`src/rtl/list_stream_cache_if.sv`:
```
// list_stream_cache_if: packet-in / element-out bus of list_stream_cache.
//
// Handshake rules for both directions: a transfer happens at a rising CLK
// edge where valid and ready are both 1. The producer of valid never waits
// for ready before raising valid, and once valid is high it keeps its data
// stable until the transfer happens. The ready side may change ready freely
// and ready never depends on valid in the same cycle.
//   input side : IN/in_valid from the fetcher, in_ready from the cache
//   output side: OUT/o_valid/o_last from the cache, i_ready from the consumer
// flush is a plain synchronous command from the fetcher side.
interface list_stream_cache_if #(
    parameter int DW = 32,
    parameter int FS = 8,
    parameter int BS = 2
);
    localparam int OW = $clog2(BS + 1);

    logic [FS*DW-1:0] IN;
    logic             in_valid;
    logic             in_ready;
    logic             flush;
    logic [DW-1:0]    OUT;
    logic             o_valid;
    logic             o_last;
    logic             i_ready;
    logic [OW-1:0]    occupancy;

    // Fetcher/consumer side (drives packets, flush and the output ready)
    modport master (
        output IN, in_valid, flush, i_ready,
        input  in_ready, OUT, o_valid, o_last, occupancy
    );

    // Cache side
    modport slave (
        input  IN, in_valid, flush, i_ready,
        output in_ready, OUT, o_valid, o_last, occupancy
    );
endinterface

```
`src/rtl/list_stream_cache.sv`:
```
// list_stream_cache: ring of BS line buffers. Each accepted fetch packet
// (header + up to FS-1 payload words) fills one line; lines are streamed
// out one word per cycle through a registered valid/ready output stage.
// Header: bit0 sequence toggle, bits [CW:1] payload count, bit DW-1 end of
// list. Optional duplicate-drop on the toggle bit is enabled by defining
// LIST_STREAM_CACHE_DUP_DROP_EN.
module list_stream_cache #(
    parameter int DW = 32,
    parameter int FS = 8,
    parameter int BS = 2
) (
    input  logic                 CLK,
    input  logic                 RESET_N,
    list_stream_cache_if.slave   bus
);
    localparam int TS = FS - 1;
    localparam int CW = $clog2(TS + 1);
    localparam int OW = $clog2(BS + 1);
    localparam int PW = $clog2(BS);
    localparam logic [CW-1:0] TS_C = CW'(TS);
    localparam logic [OW-1:0] BS_C = OW'(BS);

    // Line storage (no reset needed: a line is only read while valid)
    logic [DW-1:0] line_data_q [BS][TS];
    logic [CW-1:0] line_cnt_q  [BS];
    logic [BS-1:0] line_end_q;

    logic [BS-1:0] line_vld_q, line_vld_d;
    logic [PW-1:0] wr_ptr_q, wr_ptr_d;
    logic [PW-1:0] rd_ptr_q, rd_ptr_d;
    logic [CW-1:0] rd_word_q, rd_word_d;
    logic [OW-1:0] occ_q, occ_d;
    logic [DW-1:0] out_q, out_d;
    logic          o_valid_q, o_valid_d;
    logic          o_last_q, o_last_d;

    // Header decode
    logic [DW-1:0] hdr;
    logic [CW-1:0] hdr_cnt;
    logic [CW-1:0] cnt_clamp;
    logic          hdr_end;
    logic          unused_hdr;

    logic in_ready_w;
    logic accept;
    logic is_dup;
    logic alloc;

    // Read side
    logic          load;
    logic          rd_avail;
    logic [CW-1:0] rd_cnt;
    logic          rd_last_word;
    logic          free;

    assign hdr        = bus.IN[DW-1:0];
    assign hdr_cnt    = hdr[CW:1];
    assign hdr_end    = hdr[DW-1];
    assign cnt_clamp  = (int'(hdr_cnt) > TS) ? TS_C : hdr_cnt;
    assign unused_hdr = ^hdr;

    // Full is judged on the registered count only, so ready never looks at valid
    assign in_ready_w = (occ_q < BS_C);
    assign accept     = bus.in_valid & in_ready_w & ~bus.flush;

`ifdef LIST_STREAM_CACHE_DUP_DROP_EN
    logic last_tog_q, last_tog_d;
    assign is_dup = (hdr[0] == last_tog_q);
`else
    assign is_dup = 1'b0;
`endif

    // A zero-length or duplicate packet completes its handshake without a line
    assign alloc = accept & (cnt_clamp != '0) & ~is_dup;

    assign load         = ~o_valid_q | bus.i_ready;
    assign rd_avail     = line_vld_q[rd_ptr_q];
    assign rd_cnt       = line_cnt_q[rd_ptr_q];
    assign rd_last_word = (rd_word_q == (rd_cnt - CW'(1)));
    assign free         = ~bus.flush & load & rd_avail & rd_last_word;

    // Next-state: flush wins, otherwise output stage drain plus line allocation
    always_comb begin
        wr_ptr_d   = wr_ptr_q;
        rd_ptr_d   = rd_ptr_q;
        rd_word_d  = rd_word_q;
        line_vld_d = line_vld_q;
        occ_d      = occ_q;
        out_d      = out_q;
        o_valid_d  = o_valid_q;
        o_last_d   = o_last_q;
`ifdef LIST_STREAM_CACHE_DUP_DROP_EN
        last_tog_d = last_tog_q;
`endif
        if (bus.flush) begin
            wr_ptr_d   = '0;
            rd_ptr_d   = '0;
            rd_word_d  = '0;
            line_vld_d = '0;
            occ_d      = '0;
            o_valid_d  = 1'b0;
            o_last_d   = 1'b0;
        end else begin
            if (load) begin
                if (rd_avail) begin
                    out_d     = line_data_q[rd_ptr_q][rd_word_q];
                    o_valid_d = 1'b1;
                    o_last_d  = rd_last_word & line_end_q[rd_ptr_q];
                    if (rd_last_word) begin
                        rd_word_d            = '0;
                        rd_ptr_d             = rd_ptr_q + PW'(1);
                        line_vld_d[rd_ptr_q] = 1'b0;
                    end else begin
                        rd_word_d = rd_word_q + CW'(1);
                    end
                end else begin
                    o_valid_d = 1'b0;
                    o_last_d  = 1'b0;
                end
            end
            // wr_ptr line is always free when in_ready is high, so it never
            // collides with the line being freed in the same cycle
            if (alloc) begin
                line_vld_d[wr_ptr_q] = 1'b1;
                wr_ptr_d             = wr_ptr_q + PW'(1);
            end
            occ_d = occ_q + OW'(alloc) - OW'(free);
`ifdef LIST_STREAM_CACHE_DUP_DROP_EN
            if (accept && !is_dup) begin
                last_tog_d = hdr[0];
            end
`endif
        end
    end

    // Control and output registers
    always_ff @(posedge CLK or negedge RESET_N) begin
        if (!RESET_N) begin
            wr_ptr_q   <= '0;
            rd_ptr_q   <= '0;
            rd_word_q  <= '0;
            line_vld_q <= '0;
            occ_q      <= '0;
            out_q      <= '0;
            o_valid_q  <= 1'b0;
            o_last_q   <= 1'b0;
        end else begin
            wr_ptr_q   <= wr_ptr_d;
            rd_ptr_q   <= rd_ptr_d;
            rd_word_q  <= rd_word_d;
            line_vld_q <= line_vld_d;
            occ_q      <= occ_d;
            out_q      <= out_d;
            o_valid_q  <= o_valid_d;
            o_last_q   <= o_last_d;
        end
    end

`ifdef LIST_STREAM_CACHE_DUP_DROP_EN
    // Toggle of the last non-duplicate packet; survives flush, not reset
    always_ff @(posedge CLK or negedge RESET_N) begin
        if (!RESET_N) begin
            last_tog_q <= 1'b1;
        end else begin
            last_tog_q <= last_tog_d;
        end
    end
`endif

    // Line fill: payload word p lands in slot p-1; slots past cnt are don't-care
    always_ff @(posedge CLK) begin
        if (alloc) begin
            line_cnt_q[wr_ptr_q] <= cnt_clamp;
            line_end_q[wr_ptr_q] <= hdr_end;
            for (int s = 0; s < TS; s++) begin
                line_data_q[wr_ptr_q][s] <= bus.IN[(s+1)*DW +: DW];
            end
        end
    end

    assign bus.in_ready  = in_ready_w;
    assign bus.OUT       = out_q;
    assign bus.o_valid   = o_valid_q;
    assign bus.o_last    = o_last_q;
    assign bus.occupancy = occ_q;

endmodule

```
`src/flat_wrapper.sv`:
```
// flat-port wrapper written by rule: the top's interface ports become plain ports
module list_stream_cache_flat 
#(
    parameter int DW = 32,
    parameter int FS = 8,
    parameter int BS = 2
)
  (CLK, RESET_N, bus_IN, bus_in_valid, bus_flush, bus_i_ready, bus_in_ready, bus_OUT, bus_o_valid, bus_o_last, bus_occupancy);
  list_stream_cache_if #(.DW(DW), .FS(FS), .BS(BS)) bus_i ();
  input  logic CLK;
  input  logic RESET_N;
  input wire logic [$bits(bus_i.IN)-1:0] bus_IN;
  input wire logic [$bits(bus_i.in_valid)-1:0] bus_in_valid;
  input wire logic [$bits(bus_i.flush)-1:0] bus_flush;
  input wire logic [$bits(bus_i.i_ready)-1:0] bus_i_ready;
  output wire logic [$bits(bus_i.in_ready)-1:0] bus_in_ready;
  output wire logic [$bits(bus_i.OUT)-1:0] bus_OUT;
  output wire logic [$bits(bus_i.o_valid)-1:0] bus_o_valid;
  output wire logic [$bits(bus_i.o_last)-1:0] bus_o_last;
  output wire logic [$bits(bus_i.occupancy)-1:0] bus_occupancy;
  assign bus_i.IN = bus_IN;
  assign bus_i.in_valid = bus_in_valid;
  assign bus_i.flush = bus_flush;
  assign bus_i.i_ready = bus_i_ready;
  assign bus_in_ready = bus_i.in_ready;
  assign bus_OUT = bus_i.OUT;
  assign bus_o_valid = bus_i.o_valid;
  assign bus_o_last = bus_i.o_last;
  assign bus_occupancy = bus_i.occupancy;
  list_stream_cache #(.DW(DW), .FS(FS), .BS(BS)) u_core (.CLK(CLK), .RESET_N(RESET_N), .bus(bus_i));
endmodule
```
`config.mk`:
```
export PLATFORM = sky130hd
export DESIGN_NAME = list_stream_cache_flat
export DESIGN_NICKNAME = d
export VERILOG_FILES = /design/src/rtl/list_stream_cache_if.sv /design/src/rtl/list_stream_cache.sv /design/src/flat_wrapper.sv
export SDC_FILE = /design/constraint.sdc
export NUM_CORES = 1
export LEC_CHECK = 0
export ABC_CLOCK_PERIOD_IN_PS = 8050
export BUFFER_PORTS_ARGS = -buffer_cell sky130_fd_sc_hd__buf_4
export CAP_MARGIN = 20
export CORE_MARGIN = 2
export CORE_UTILIZATION = 46
export DETAILED_ROUTE_END_ITERATION = 6
export PLACE_DENSITY = 0.65
export SETUP_SLACK_MARGIN = 0.15
export SYNTH_ARGS = -nofsm -noshare
export SYNTH_HDL_FRONTEND = slang
export SYNTH_SLANG_ARGS = --single-unit
```
`constraint.sdc`:
```
create_clock -name CLK -period 8.05 [get_ports CLK]
set_input_delay 1.2075 -clock CLK [delete_from_list [all_inputs] [get_ports CLK]]
set_output_delay 1.2075 -clock CLK [all_outputs]
set_load 0.05 [all_outputs]
```
==> run metrics <==
status=completed; Hold Crit Depth=1; Final Cycle Share=between 40 and 50%; FILL cells=between 3,000 and 4,000; multi-input logic area=0.004031 sq mm; ys flop type=edfxtp_1; CTS tree=done; maximum vdd drop=about 0.19 mV; hold path startpoint=u_core.bus.OUT[31]; cts hold-fix bufs=0; die area=between 0.04 and 0.05 sq mm; Post-synth ARST share=roughly 8.6%; post-synthesis cell type count=between 40 and 50; vias in the first global route=~10,000; RR Startpoint=u_core.bus.occupancy[1]; FF+latch count, synth=between 400 and 500; Post CTS Setup Buffer Count=0; Worst Skew=about 0.012 ns; Ys Warns=0; maxcap violations=0; register area share after synthesis=between 70% and 80%; Synth Area in Compound Gates=between 3 and 4%; Overflow after GRT=0; Final setup viols=0; CTS sink count=approximately 500; drt via density=about 5.4; WHS=0.5066 ns; Synth Area in XOR/XNOR=0.2744%; Reg-to-Reg End=u_core.line_data_q[0][43]; H-tree depth=2; Max Slew Vio Count=0; Worst Setup End Kind=flip-flop; Crit path required time=8.24 ns; crit-path most repeated cell=buf_4; adder-cell share of the synthesized area=less than 1%; setup TNS=0 ns; Netlist Area Pre-Place=around 0.019 sq mm; RSZ-0062 raised after global routing=false; mux share of post-synthesis cell area=around 14%; # DRC=0; Clock Pin Slew Worst Setup and Hold Paths=roughly 0.060 ns; Slew headroom=a little under a quarter; Layout area overhead=21.25%; dpl hpwl=between 20,000 and 30,000 um; PostCTS Resize Cnt=0; Worst Hold End=u_core.bus.OUT[31]; Vias=roughly 9,800; Lkg Pwr=7.940 nW; Initial DRC Count=562; worst hold path class=reg2reg; final number of hold-violating endpoints=0; Die Height=208.0 um; syn avg cell area=19.99 sq um; Max clock buf depth=3; TritonCTS Buffers=between 50 and 60; RePlAce Congestion=~0.77; Global Route Usage Sum=a little under a fifth; Max stage delay cell, worst path=buf_4; Row Count=between 70 and 80; clock period minus worst slack=between 3 and 4 ns; Crit Path Class=in2reg; R2R setup slack=approximately 4.5 ns; largest net degree at the start of global routing=142; fraction of layout instances using a drive strength above 1=34.06%; CP bufs+invs=3; PortBufs=269; io pins=just under 300; Nets=between 1,500 and 2,000; core area=0.04092 sq mm; Pwr Density=~260 mW/mm^2; crit path cell chain=buf_4, or3b_2, or3_1, inv_8, buf_4; Starting Density=approximately 47%; DR pass1 iterations=5; largest family of logic cells by synthesized area=multiplexers; Pwr Total=6.088 mW; first-pass GRT wire length=a little over 60,000 um; Critical Path Fanout Max=~140; CP arrival=between 4 and 5 ns; Worst Tran Pin Value=between 1 and 1.5 ns; initial antenna violation count=7; startpoint types=input port; Die Wd=~210 um; Routed Antenna Nets=0; Simple-Gate Fraction of Synth Area=~2.9%; Sequential Area=~0.015 sq mm; CP max stage delay=around 0.85 ns; reg2reg path depth=4; Mapped Cells=958; Clock Latency Late Sink=approximately 0.58 ns; Routed WL=41,660 um; root cell of the clock tree=clkbuf_16; Max Fclk=0.2521 GHz; Top delay family on crit path=buffers and inverters; number of flops mapped to enable cells by yosys=around 460; syn_nets=between 1,000 and 1,500; DR WL/cell=between 20 and 25 um
cells in the mapped netlist (7+ instances only):
cell | number | share of area (%)
a21oi_1 | 7 | 0.18
a22oi_1 | 22 | 0.86
a31oi_1 | 28 | 0.91
buf_2 | 16 | 0.42
buf_6 | 8 | 0.47
clkbuf_1 | 17 | 0.33
dfrtp_1 | 43 | 5.6
edfxtp_1 | 456 | 72
mux2_2 | 21 | 1.2
mux2i_1 | 71 | 3.7
mux4_1 | 19 | 2.6
mux4_2 | 51 | 6.0
nand2_1 | 14 | 0.27
nand2b_1 | 8 | 0.26
nor2_1 | 79 | 1.5
o22ai_1 | 29 | 0.95
flip-flops by register name (all words and copies together), names as in the netlist:
name,cells
u_core.bus.occupancy,2
u_core.line_cnt_q,6
u_core.rd_word_q,3
u_core.line_vld_q,2
u_core.bus.o_valid,1
u_core.line_data_q,448
u_core.rd_ptr_q,1
u_core.wr_ptr_q,1
u_core.line_end_q,2
u_core.bus.o_last,1
u_core.bus.OUT,32
stage by stage:
stage	util (%)	std cells	area [sq um]	setup WS, ns
after global routing	56.74	1819	23220	3.956
after global placement	52.86	1721	21630	3.547
final	56.74	1819	23220	4.083
after CTS	56.71	1815	23210	4.173
after floorplan	-	958	19150	1.030
after detailed placement	52.86	1721	21630	3.554
how the worst max path moves through the flow:
stage,start,cells after the start,endpoint
after floorplan,bus_flush,3,u_core.line_cnt_q[0][0]
after global placement,bus_flush,5,u_core.line_data_q[0][34]
after detailed placement,bus_flush,5,u_core.line_data_q[0][1]
after CTS,bus_flush,5,u_core.line_data_q[0][65]
after global routing,bus_flush,5,u_core.line_data_q[0][65]
final,bus_flush,5,u_core.line_data_q[0][43]
kinds of logic after synthesis:
family	after synthesis
fa+ha+maj	4
mux	166
xor+xnor	6
simple gates	122
compound gates	105
buf+inv	56
flops	499
where the power goes:
group	switching, mW	internal, mW
logic	0.502	0.279
clock network	0.936	1.29
registers	0.0697	3.01
layout make-up:
type                            count  area share (%)
Tap cell                          532           2.867
Inverter                            6          0.1617
Sequential cell                   499           63.64
Clock inverter                     15          0.4472
Timing Repair Buffer              281           9.139
Clock buffer                       79           6.342
Antenna cell                        4         0.04311
Multi-Input combinational cell    403           17.36
placed cells by master (no fill, tap or decap), drive strengths merged, types with 2 or more instances in the layout:
| master | n |
|---|---|
| a21oi | 7 |
| a222oi | 4 |
| a22o | 4 |
| a22oi | 22 |
| a31oi | 28 |
| buf | 281 |
| clkbuf | 79 |
| clkinv | 12 |
| dfrtp | 43 |
| diode | 4 |
| edfxtp | 456 |
| ha | 4 |
| inv | 8 |
| mux2 | 25 |
| mux2i | 71 |
| mux4 | 70 |
| nand2 | 14 |
| nand2b | 8 |
| nand3b | 2 |
| nor2 | 80 |
| nor2b | 6 |
| nor3 | 3 |
| o21a | 4 |
| o21ai | 3 |
| o22ai | 29 |
| or3b | 2 |
| xnor2 | 3 |
| xor2 | 3 |
layer usage:
metal / GRT usage [%] / vias to the layer above / share of wire [%]
met5: 0 / - / 0.055
met4: 7.141 / 4 / 2.7
met3: 3.592 / 73 / 5.3
met2: 30.38 / 277 / 48
met1: 26.66 / 4994 / 44
li1: - / 4468 / -
No activity file was read; power rests on OpenSTA's default activity.
